===== config.mk =====
export PLATFORM = sky130hd
export DESIGN_NAME = multicycle_control_unit_flat
export DESIGN_NICKNAME = d
export VERILOG_FILES = /design/src/rtl/control_pkg.sv /design/src/rtl/multicycle_control_unit_if.sv /design/src/rtl/wait_timer.sv /design/src/rtl/multicycle_control_unit.sv /design/src/flat_wrapper.sv
export SDC_FILE = /design/constraint.sdc
export NUM_CORES = 1
export LEC_CHECK = 0
export ABC_CLOCK_PERIOD_IN_PS = 3500
export CORE_ASPECT_RATIO = 1.4
export CORE_MARGIN = 3
export CORE_UTILIZATION = 62
export CTS_CLUSTER_DIAMETER = 40
export DETAILED_ROUTE_END_ITERATION = 8
export DONT_BUFFER_PORTS = 1
export GPL_ROUTABILITY_DRIVEN = 0
export GPL_TIMING_DRIVEN = 0
export PLACE_DENSITY = 0.78
export SYNTH_ARGS = -nofsm -noshare
export SYNTH_HDL_FRONTEND = slang
export SYNTH_HIERARCHICAL = 1
export SYNTH_SLANG_ARGS = --single-unit

===== constraint.sdc =====
create_clock -name clk -period 3.5 [get_ports clk]
set_input_delay 1.05 -clock clk [delete_from_list [all_inputs] [get_ports clk]]
set_output_delay 1.05 -clock clk [all_outputs]
set_load 0.05 [all_outputs]

===== src/rtl/control_pkg.sv =====
// Shared control definitions: opcodes, ALU/operand-select codes, the
// multi-cycle state encoding and the bundle of datapath control strobes.
package control_pkg;

  localparam logic [6:0] OP_RTYPE  = 7'b0110011;
  localparam logic [6:0] OP_ITYPE  = 7'b0010011;
  localparam logic [6:0] OP_LOAD   = 7'b0000011;
  localparam logic [6:0] OP_STORE  = 7'b0100011;
  localparam logic [6:0] OP_BRANCH = 7'b1100011;
  localparam logic [6:0] OP_JAL    = 7'b1101111;

  localparam logic [1:0] ALU_ADD   = 2'b00;
  localparam logic [1:0] ALU_SUB   = 2'b01;
  localparam logic [1:0] ALU_RTYPE = 2'b10;
  localparam logic [1:0] ALU_JUMP  = 2'b11;

  localparam logic [1:0] SRCB_RS2  = 2'b00;
  localparam logic [1:0] SRCB_FOUR = 2'b01;
  localparam logic [1:0] SRCB_IMM  = 2'b10;

  typedef enum logic [3:0] {
    S_FETCH   = 4'd0,
    S_DECODE  = 4'd1,
    S_EX_ALU  = 4'd2,
    S_EX_ADDR = 4'd3,
    S_MEM_RD  = 4'd4,
    S_MEM_WR  = 4'd5,
    S_WB_ALU  = 4'd6,
    S_WB_MEM  = 4'd7,
    S_EX_BR   = 4'd8,
    S_EX_JMP  = 4'd9,
    S_TRAP    = 4'd15
  } state_e;

  typedef struct packed {
    logic       pc_write;
    logic       pc_write_cond;
    logic       pc_src;
    logic       ir_write;
    logic       i_or_d;
    logic       mem_read;
    logic       mem_write;
    logic       mem_2_reg;
    logic       alu_src_a;
    logic [1:0] alu_src_b;
    logic [1:0] alu_op;
    logic       reg_write;
    logic       branch;
    logic       jump;
    logic       retire;
    logic       trap;
  } ctrl_t;

  // Instruction class dispatch out of DECODE; unknown opcodes trap.
  function automatic state_e decode_next(input logic [6:0] op);
    case (op)
      OP_RTYPE, OP_ITYPE: return S_EX_ALU;
      OP_LOAD, OP_STORE:  return S_EX_ADDR;
      OP_BRANCH:          return S_EX_BR;
      OP_JAL:             return S_EX_JMP;
      default:            return S_TRAP;
    endcase
  endfunction

endpackage


===== src/rtl/multicycle_control_unit_if.sv =====
// Control-unit <-> datapath/memory signal bundle. master = control unit.
interface multicycle_control_unit_if;
  logic [6:0] opcode;
  logic       mem_ready;
  logic       pc_write;
  logic       pc_write_cond;
  logic       pc_src;
  logic       ir_write;
  logic       i_or_d;
  logic       mem_read;
  logic       mem_write;
  logic       mem_2_reg;
  logic       alu_src_a;
  logic [1:0] alu_src_b;
  logic [1:0] alu_op;
  logic       reg_write;
  logic       branch;
  logic       jump;
  logic       retire;
  logic       trap;
  logic [3:0] state;

  modport master (
    input  opcode, mem_ready,
    output pc_write, pc_write_cond, pc_src, ir_write, i_or_d, mem_read,
           mem_write, mem_2_reg, alu_src_a, alu_src_b, alu_op, reg_write,
           branch, jump, retire, trap, state
  );

  modport slave (
    output opcode, mem_ready,
    input  pc_write, pc_write_cond, pc_src, ir_write, i_or_d, mem_read,
           mem_write, mem_2_reg, alu_src_a, alu_src_b, alu_op, reg_write,
           branch, jump, retire, trap, state
  );
endinterface


===== src/rtl/wait_timer.sv =====
// Memory-wait watchdog: counts consecutive not-ready cycles inside one wait
// state and flags the cycle on which one more miss would exceed TIMEOUT.
module wait_timer #(
  parameter int TIMEOUT = 16,
  localparam int CNT_W  = (TIMEOUT > 0) ? $clog2(TIMEOUT + 1) : 1
) (
  input  logic clk,
  input  logic arst,
  input  logic clear,
  input  logic tick,
  output logic expired
);

  localparam logic [CNT_W-1:0] LIMIT = CNT_W'((TIMEOUT > 0) ? TIMEOUT - 1 : 0);

  logic [CNT_W-1:0] cnt_q;

  // Clear wins over tick so each wait state starts counting from zero.
  // With TIMEOUT=0 the counter may wrap; expired is held low regardless.
  always_ff @(posedge clk or posedge arst) begin
    if (arst)       cnt_q <= '0;
    else if (clear) cnt_q <= '0;
    else if (tick)  cnt_q <= cnt_q + 1'b1;
  end

  // Fires only on a not-ready cycle, so a same-cycle ready never traps.
  assign expired = (TIMEOUT != 0) && tick && (cnt_q == LIMIT);

endmodule


===== src/rtl/multicycle_control_unit.sv =====
// Multi-cycle RISC-V control FSM: FETCH/DECODE/EXECUTE/MEMORY/WRITEBACK
// sequencing with memory-ready handshake, watchdog and illegal-opcode trap.
module multicycle_control_unit
  import control_pkg::*;
#(
  parameter int TIMEOUT = 16
) (
  input  logic                       clk,
  input  logic                       arst,
  multicycle_control_unit_if.master  bus
);

  state_e     state_q, state_d;
  logic [6:0] op_q;
  logic       wait_st, tick, expired;
  ctrl_t      ctrl;

  assign wait_st = (state_q == S_FETCH) || (state_q == S_MEM_RD) || (state_q == S_MEM_WR);
  assign tick    = wait_st && !bus.mem_ready;

  // Any state change restarts the count, covering entry to every wait state.
  wait_timer #(.TIMEOUT(TIMEOUT)) u_wait_timer (
    .clk     (clk),
    .arst    (arst),
    .clear   (state_d != state_q),
    .tick    (tick),
    .expired (expired)
  );

  // Next-state selection.
  always_comb begin
    state_d = state_q;
    case (state_q)
      S_FETCH:   if (bus.mem_ready) state_d = S_DECODE;
                 else if (expired)  state_d = S_TRAP;
      S_DECODE:  state_d = decode_next(bus.opcode);
      S_EX_ALU:  state_d = S_WB_ALU;
      S_EX_ADDR: state_d = (op_q == OP_STORE) ? S_MEM_WR : S_MEM_RD;
      S_MEM_RD:  if (bus.mem_ready) state_d = S_WB_MEM;
                 else if (expired)  state_d = S_TRAP;
      S_MEM_WR:  if (bus.mem_ready) state_d = S_FETCH;
                 else if (expired)  state_d = S_TRAP;
      S_WB_ALU, S_WB_MEM, S_EX_BR, S_EX_JMP: state_d = S_FETCH;
      default:   state_d = S_TRAP;
    endcase
  end

  // State register; the opcode is captured while DECODE is current.
  always_ff @(posedge clk or posedge arst) begin
    if (arst) begin
      state_q <= S_FETCH;
      op_q    <= '0;
    end else begin
      state_q <= state_d;
      if (state_q == S_DECODE) op_q <= bus.opcode;
    end
  end

  // Output decode from state; only FETCH strobes and MEM_WR retire look at mem_ready.
  always_comb begin
    ctrl = '0;
    case (state_q)
      S_FETCH: begin
        ctrl.mem_read  = 1'b1;
        ctrl.alu_src_b = SRCB_FOUR;
        ctrl.alu_op    = ALU_ADD;
        ctrl.ir_write  = bus.mem_ready;
        ctrl.pc_write  = bus.mem_ready;
      end
      S_DECODE: begin
        ctrl.alu_src_b = SRCB_IMM;
        ctrl.alu_op    = ALU_ADD;
      end
      S_EX_ALU: begin
        ctrl.alu_src_a = 1'b1;
        if (op_q == OP_RTYPE) begin
          ctrl.alu_src_b = SRCB_RS2;
          ctrl.alu_op    = ALU_RTYPE;
        end else begin
          ctrl.alu_src_b = SRCB_IMM;
          ctrl.alu_op    = ALU_ADD;
        end
      end
      S_EX_ADDR: begin
        ctrl.alu_src_a = 1'b1;
        ctrl.alu_src_b = SRCB_IMM;
        ctrl.alu_op    = ALU_ADD;
      end
      S_MEM_RD: begin
        ctrl.mem_read = 1'b1;
        ctrl.i_or_d   = 1'b1;
      end
      S_MEM_WR: begin
        ctrl.mem_write = 1'b1;
        ctrl.i_or_d    = 1'b1;
        ctrl.retire    = bus.mem_ready;
      end
      S_WB_ALU: begin
        ctrl.reg_write = 1'b1;
        ctrl.retire    = 1'b1;
      end
      S_WB_MEM: begin
        ctrl.reg_write = 1'b1;
        ctrl.mem_2_reg = 1'b1;
        ctrl.retire    = 1'b1;
      end
      S_EX_BR: begin
        ctrl.alu_src_a     = 1'b1;
        ctrl.alu_src_b     = SRCB_RS2;
        ctrl.alu_op        = ALU_SUB;
        ctrl.branch        = 1'b1;
        ctrl.pc_write_cond = 1'b1;
        ctrl.pc_src        = 1'b1;
        ctrl.retire        = 1'b1;
      end
      S_EX_JMP: begin
        ctrl.jump      = 1'b1;
        ctrl.reg_write = 1'b1;
        ctrl.alu_src_b = SRCB_FOUR;
        ctrl.alu_op    = ALU_JUMP;
        ctrl.pc_write  = 1'b1;
        ctrl.pc_src    = 1'b1;
        ctrl.retire    = 1'b1;
      end
      default: ctrl.trap = 1'b1;
    endcase
    // Reset silences the datapath immediately, not at the next edge.
    if (arst) ctrl = '0;
  end

  assign bus.pc_write      = ctrl.pc_write;
  assign bus.pc_write_cond = ctrl.pc_write_cond;
  assign bus.pc_src        = ctrl.pc_src;
  assign bus.ir_write      = ctrl.ir_write;
  assign bus.i_or_d        = ctrl.i_or_d;
  assign bus.mem_read      = ctrl.mem_read;
  assign bus.mem_write     = ctrl.mem_write;
  assign bus.mem_2_reg     = ctrl.mem_2_reg;
  assign bus.alu_src_a     = ctrl.alu_src_a;
  assign bus.alu_src_b     = ctrl.alu_src_b;
  assign bus.alu_op        = ctrl.alu_op;
  assign bus.reg_write     = ctrl.reg_write;
  assign bus.branch        = ctrl.branch;
  assign bus.jump          = ctrl.jump;
  assign bus.retire        = ctrl.retire;
  assign bus.trap          = ctrl.trap;
  assign bus.state         = arst ? 4'd0 : state_q;

endmodule


===== src/flat_wrapper.sv =====
// flat-port wrapper written by rule: the top's interface ports become plain ports
module multicycle_control_unit_flat import control_pkg::*;
#(
  parameter int TIMEOUT = 16
)
  (clk, arst, bus_opcode, bus_mem_ready, bus_pc_write, bus_pc_write_cond, bus_pc_src, bus_ir_write, bus_i_or_d, bus_mem_read, bus_mem_write, bus_mem_2_reg, bus_alu_src_a, bus_alu_src_b, bus_alu_op, bus_reg_write, bus_branch, bus_jump, bus_retire, bus_trap, bus_state);
  multicycle_control_unit_if bus_i ();
  input  logic clk;
  input  logic arst;
  input wire logic [$bits(bus_i.opcode)-1:0] bus_opcode;
  input wire logic [$bits(bus_i.mem_ready)-1:0] bus_mem_ready;
  output wire logic [$bits(bus_i.pc_write)-1:0] bus_pc_write;
  output wire logic [$bits(bus_i.pc_write_cond)-1:0] bus_pc_write_cond;
  output wire logic [$bits(bus_i.pc_src)-1:0] bus_pc_src;
  output wire logic [$bits(bus_i.ir_write)-1:0] bus_ir_write;
  output wire logic [$bits(bus_i.i_or_d)-1:0] bus_i_or_d;
  output wire logic [$bits(bus_i.mem_read)-1:0] bus_mem_read;
  output wire logic [$bits(bus_i.mem_write)-1:0] bus_mem_write;
  output wire logic [$bits(bus_i.mem_2_reg)-1:0] bus_mem_2_reg;
  output wire logic [$bits(bus_i.alu_src_a)-1:0] bus_alu_src_a;
  output wire logic [$bits(bus_i.alu_src_b)-1:0] bus_alu_src_b;
  output wire logic [$bits(bus_i.alu_op)-1:0] bus_alu_op;
  output wire logic [$bits(bus_i.reg_write)-1:0] bus_reg_write;
  output wire logic [$bits(bus_i.branch)-1:0] bus_branch;
  output wire logic [$bits(bus_i.jump)-1:0] bus_jump;
  output wire logic [$bits(bus_i.retire)-1:0] bus_retire;
  output wire logic [$bits(bus_i.trap)-1:0] bus_trap;
  output wire logic [$bits(bus_i.state)-1:0] bus_state;
  assign bus_i.opcode = bus_opcode;
  assign bus_i.mem_ready = bus_mem_ready;
  assign bus_pc_write = bus_i.pc_write;
  assign bus_pc_write_cond = bus_i.pc_write_cond;
  assign bus_pc_src = bus_i.pc_src;
  assign bus_ir_write = bus_i.ir_write;
  assign bus_i_or_d = bus_i.i_or_d;
  assign bus_mem_read = bus_i.mem_read;
  assign bus_mem_write = bus_i.mem_write;
  assign bus_mem_2_reg = bus_i.mem_2_reg;
  assign bus_alu_src_a = bus_i.alu_src_a;
  assign bus_alu_src_b = bus_i.alu_src_b;
  assign bus_alu_op = bus_i.alu_op;
  assign bus_reg_write = bus_i.reg_write;
  assign bus_branch = bus_i.branch;
  assign bus_jump = bus_i.jump;
  assign bus_retire = bus_i.retire;
  assign bus_trap = bus_i.trap;
  assign bus_state = bus_i.state;
  multicycle_control_unit #(.TIMEOUT(TIMEOUT)) u_core (.clk(clk), .arst(arst), .bus(bus_i));
endmodule

Word level (Yosys, flattened, before mapping). Cells that the tools add are included.

Word-level logic and storage cells: 66. Output and inout port bits: 22. Input port bits: 10. Register bits after elaboration: 16.

Reduce and logical (&&, ||, !) cells: 17. Mux-type cells: 26. Add/sub/neg operators: 1. Equality and inequality tests: 19.

Operators with widths (count): $eq A7 B6 Y1 const B (4); $pmux W4 S7 (1); $mux W4 (6); $pmux W4 S5 (1); $mux W18 (1); $eq A4 B3 Y1 const B (4); $pmux W4 S4 (1); $eq A7 B7 Y1 const B (2); $mux W1 (12); $reduce_or A2 Y1 (6); $mux W5 (2); $reduce_or A10 Y1 (1); $eq A4 B2 Y1 const B (2); $eq A4 B4 Y1 const B (2); $eq A7 B2 Y1 const B (1); $eq A7 B5 Y1 const B (1); $reduce_or A3 Y1 (2); $add A5 B1 Y5 const B (1); $eq A5 B4 Y1 const B (1); $eq A4 B1 Y1 const B (1); $logic_not A4 Y1 (1); $ne A4 B4 Y1 (1); $pmux W1 S2 (2); $reduce_or A4 Y1 (1); other kinds (4) (6).

Depth between registers and ports, before layout.
Word-level depth: 10. Mapped depth: 12. Mapped depth without buffers: 11.

Modules after synthesis. The synthesis kept the hierarchy.

By module, submodules not included: multicycle_control_unit (area an instance 940.9 sq um, cells an instance 112, instances 1); wait_timer (area an instance 289.0 sq um, cells an instance 25, instances 1).

Least setup slack after synthesis. No wires, ideal clock.

Path type: input to output. Start point: in arst. End point: out bus_retire. Path slack: -1.333 ns. Path buffers: 1. Arrival time: 3.783 ns. Stages on the path: 5. Path through: clkbuf_1 -> inv_1 -> nand2_1 -> nor4_1 -> a211o_1.

Longest elaborated chain between the ends: 1.

RTL lines: start, declared (RTL line flat_wrapper.sv:9) `input logic arst;`; $mux W18 (RTL line multicycle_control_unit.sv:128) `if (arst) ctrl = '0;`; end, declared (RTL line flat_wrapper.sv:26) `output wire logic [$bits(bus_i.retire)-1:0] bus_retire;`.

Every way passes these cells.

Worst setup path after layout. Ends and elaborated chain as after synthesis.

==> impl_metrics.tcl <==
set metrics [dict create \
    synthFlopType "dfrtp_1" \
    synth-xor-area-share_pct 2.14 \
    synth-seq-cells 16 \
    area_delta_synth_final_pct 14.8 \
    synth.cell_area_um2 1230 \
    clk_latency_ns 0.28 \
    fin_nets 156 \
    grt_usage_pct 24.9 \
    htree_levels 1 \
    io_pins 32 \
    regToRegEndpoint "u_core/u_wait_timer/cnt_q[3]$_DFFE_PP0P_" \
    grt_pass1_wl_mm 4.86 \
    hp-class "flip-flop to flip-flop" \
    dpl.hpwl_mm 2.09 \
    arrival_ns 2.41 \
    rsz0062_at_grt "no" \
    core_area_um2 1820 \
    final.min_clock_period_ns 3.46 \
    drt-pass1-iter-count 4 \
    clkSlewWorstSetupHoldPaths_ns 0.09 \
    clock_path_buffers 2 \
    drive_gt1_share_pct 31.5 \
    worstSetupStartpoint "arst" \
    synth_compound_area_share_pct 18.4 \
    grt_pass1_vias 1083 \
    yosys_warnings 6 \
    yosysMostFrequentCell "dfrtp_1" \
    drcViolationCount 0 \
    worstSetupEndpoint "bus_retire" \
    critPathLaunchType "primary input" \
    die_h_um 58.7 \
    max_freq_mhz 289 \
    post-route-period-util_pct 98.9 \
    synthAdderAreaFrac_pct 2.03 \
    die-area_um2 2560 \
    cp_slowest_cell "nor4_4" \
    grt_overflow 0 \
    finalClockSkew_ns 0.00257 \
    wl_per_cell_um 16.7 \
    tightest_slew_ns 1.22 \
    synth_top_family_by_area "simple AND/OR/NAND/NOR gates" \
    synth.net_count 149 \
    start_util_pct 67.4 \
    vias 1068 \
    maxCapViolations 0 \
    place_area_um2 1330 \
    ff2ff_setup_slack_ns 0.29 \
    slew_viol_final 0 \
    syn_avg_cell_area_um2 8.98 \
    yosysTopAreaCell "dfrtp_1" \
    antenna_found_initial 0 \
    cts_sinks 16 \
    clockRootBuffer "clkbuf_4" \
    setup_viol_count_final 0 \
    dieWidth_um 43.6 \
    async_flop_share_pct 100 \
    power_density_nw_per_um2 888 \
    ys_types 48 \
    port_buffers 0 \
    antenna_left 0 \
    wl_mm 2.73 \
    crit_chain "buf_6 > inv_6 > nand2_2 > nor4_4 > a211o_4" \
    std_cell_rows 18 \
    crit_fanout 10 \
    hold_viol_final 0 \
    drt-initial-drc-count 26 \
    synth-simple-area-share_pct 27.8 \
    worstPathRequired_ns 2.45 \
    netlist_top_cells_count "dfrtp_1, nor2_1, a21oi_1, mux2_2, nand2_1" \
    critical_path_class "primary input to output pin" \
    slew-limit-headroom_pct 18.1 \
    vias_per_cell 6.55 \
    cts_buffers 3 \
    fin_area_um2 1410 \
    synth_edf_count 0 \
    synth_seq_area_share_pct 32.6 \
    ys_top_cells_by_area "dfrtp_1, mux2_2, nor2_1, nor2b_1, a21oi_1" \
    worstRegToRegCells 12 \
    placed_cells 158 \
    cts_tree "done" \
    diodes 0 \
    reg2reg_from "u_core/state_q[0]$_DFF_PP0_" \
    critPathMaxStageDelay_ns 0.80 \
    power_mw 1.25 \
    vdd_ir_drop_max_v 0.000525 \
    p_leak_nw 0.586 \
    synth_cells 137 \
    synth.area.mux_share_pct 9.26 \
    status "finished, final reports clean" \
    finalHoldWorstSlack_ns 0.513 \
    synth_top_area_share_pct 32.6 \
    grt_max_degree 12 \
    worstSetupEndpointType "output pin" \
    final_cells 163 \
]
[cell type report]
cell class / instances / area [µm²]
multi-input cells: 102 / 821
plain buffers: 13 / 86.3
well taps: 20 / 25.0
repair buffers: 2 / 15.0
inverters: 6 / 27.5
fillers: 129 / 413
flip-flops and latches: 16 / 400
clock buffers: 4 / 36.3
[registers in the layout, summed over array words and instances, names as in the netlist]
register,count
u_core/op_q,7
u_core/state_q,4
u_core/u_wait_timer/cnt_q,5
[where the power goes]
part / leakage (nW) / switching (mW) / total [mW] / internal, mW
clock: 0.0210 / 0.0553 / 0.119 / 0.0633
sequential: 0.200 / 0.0426 / 0.295 / 0.252
combinational: 0.365 / 0.566 / 0.840 / 0.273
[how the worst min path moves through the flow]
stage                                     startpoint                                  endpoint  cells after the start
final                     u_core/op_q[5]$_DFFE_PP0P_                u_core/op_q[5]$_DFFE_PP0P_                      1
after global routing                            arst  u_core/u_wait_timer/cnt_q[2]$_DFFE_PP0P_                      1
after CTS                 u_core/op_q[6]$_DFFE_PP0P_                u_core/op_q[6]$_DFFE_PP0P_                      1
after detailed placement  u_core/op_q[5]$_DFFE_PP0P_                u_core/op_q[5]$_DFFE_PP0P_                      1
after global placement    u_core/op_q[5]$_DFFE_PP0P_                u_core/op_q[5]$_DFFE_PP0P_                      1
after floorplan           u_core/op_q[5]$_DFFE_PP0P_                u_core/op_q[5]$_DFFE_PP0P_                      1
[per-layer routing]
metal	GRT usage [%]	vias to the layer above	share of wire, %
li1	-	511	-
met1	31.2	504	40
met2	41.9	46	52
met3	3.98	7	6.9
met4	10.3	0	1.5
met5	0	-	0
[worst max-delay path, delay by kind of cell]
kind | cells | cell delay (ns)
and+or+nand+nor | 2 | 0.90
AOI/OAI and AO/OA | 1 | 0.28
buffers and inverters | 2 | 0.18
[cell usage in the layout, fill, tap and decap left out, types with 2 or more instances in the layout]
master,Yosys,layout
clkbuf_1,6,4
and3_1,3,2
nand2b_1,3,3
ha_1,2,2
nor4_2,0,2
nor4_1,5,2
nor2_1,15,13
nand3b_1,2,2
a21oi_1,7,7
a211oi_1,3,2
buf_6,2,4
and2_1,2,2
nand4_1,2,2
buf_4,2,3
inv_1,6,5
buf_2,2,3
or2_2,2,2
o21ai_0,2,2
nor3_1,4,2
nand2_1,7,5
xnor2_1,2,2
mux2_2,7,7
o22a_1,2,2
nand2_2,0,2
dfrtp_1,16,16
mux2i_1,2,2
clkbuf_4,0,3
nor2b_1,6,5
[stage by stage]
step,TNS [ns],setup slack (ns),utilization (%)
finish,0,0.0386,77.4
global route,0,0.00508,77.4
CTS,-0.0496,-0.0496,76.1
detailed placement,-0.638,-0.287,72.8
global placement,-1.13,-0.300,71.4
floorplan,-0.629,-0.219,-
[what timing repair did]
item,in CTS,in global routing
pin swaps,1,3
hold buffers,0,0
endpoints found under the hold margin,0,0
setup endpoints to repair,6,6
buffers inserted,1,0
resized for setup,5,12
[cells by family after synthesis]
logic type,Yosys count
XOR/XNOR,3
AND/OR/NAND/NOR,58
buffers and inverters,19
AO/OA/AOI/OAI,29
flip-flops,16
multiplexers,10
adder cells (fa/ha/maj),2
(Power assumes the default switching activity.)
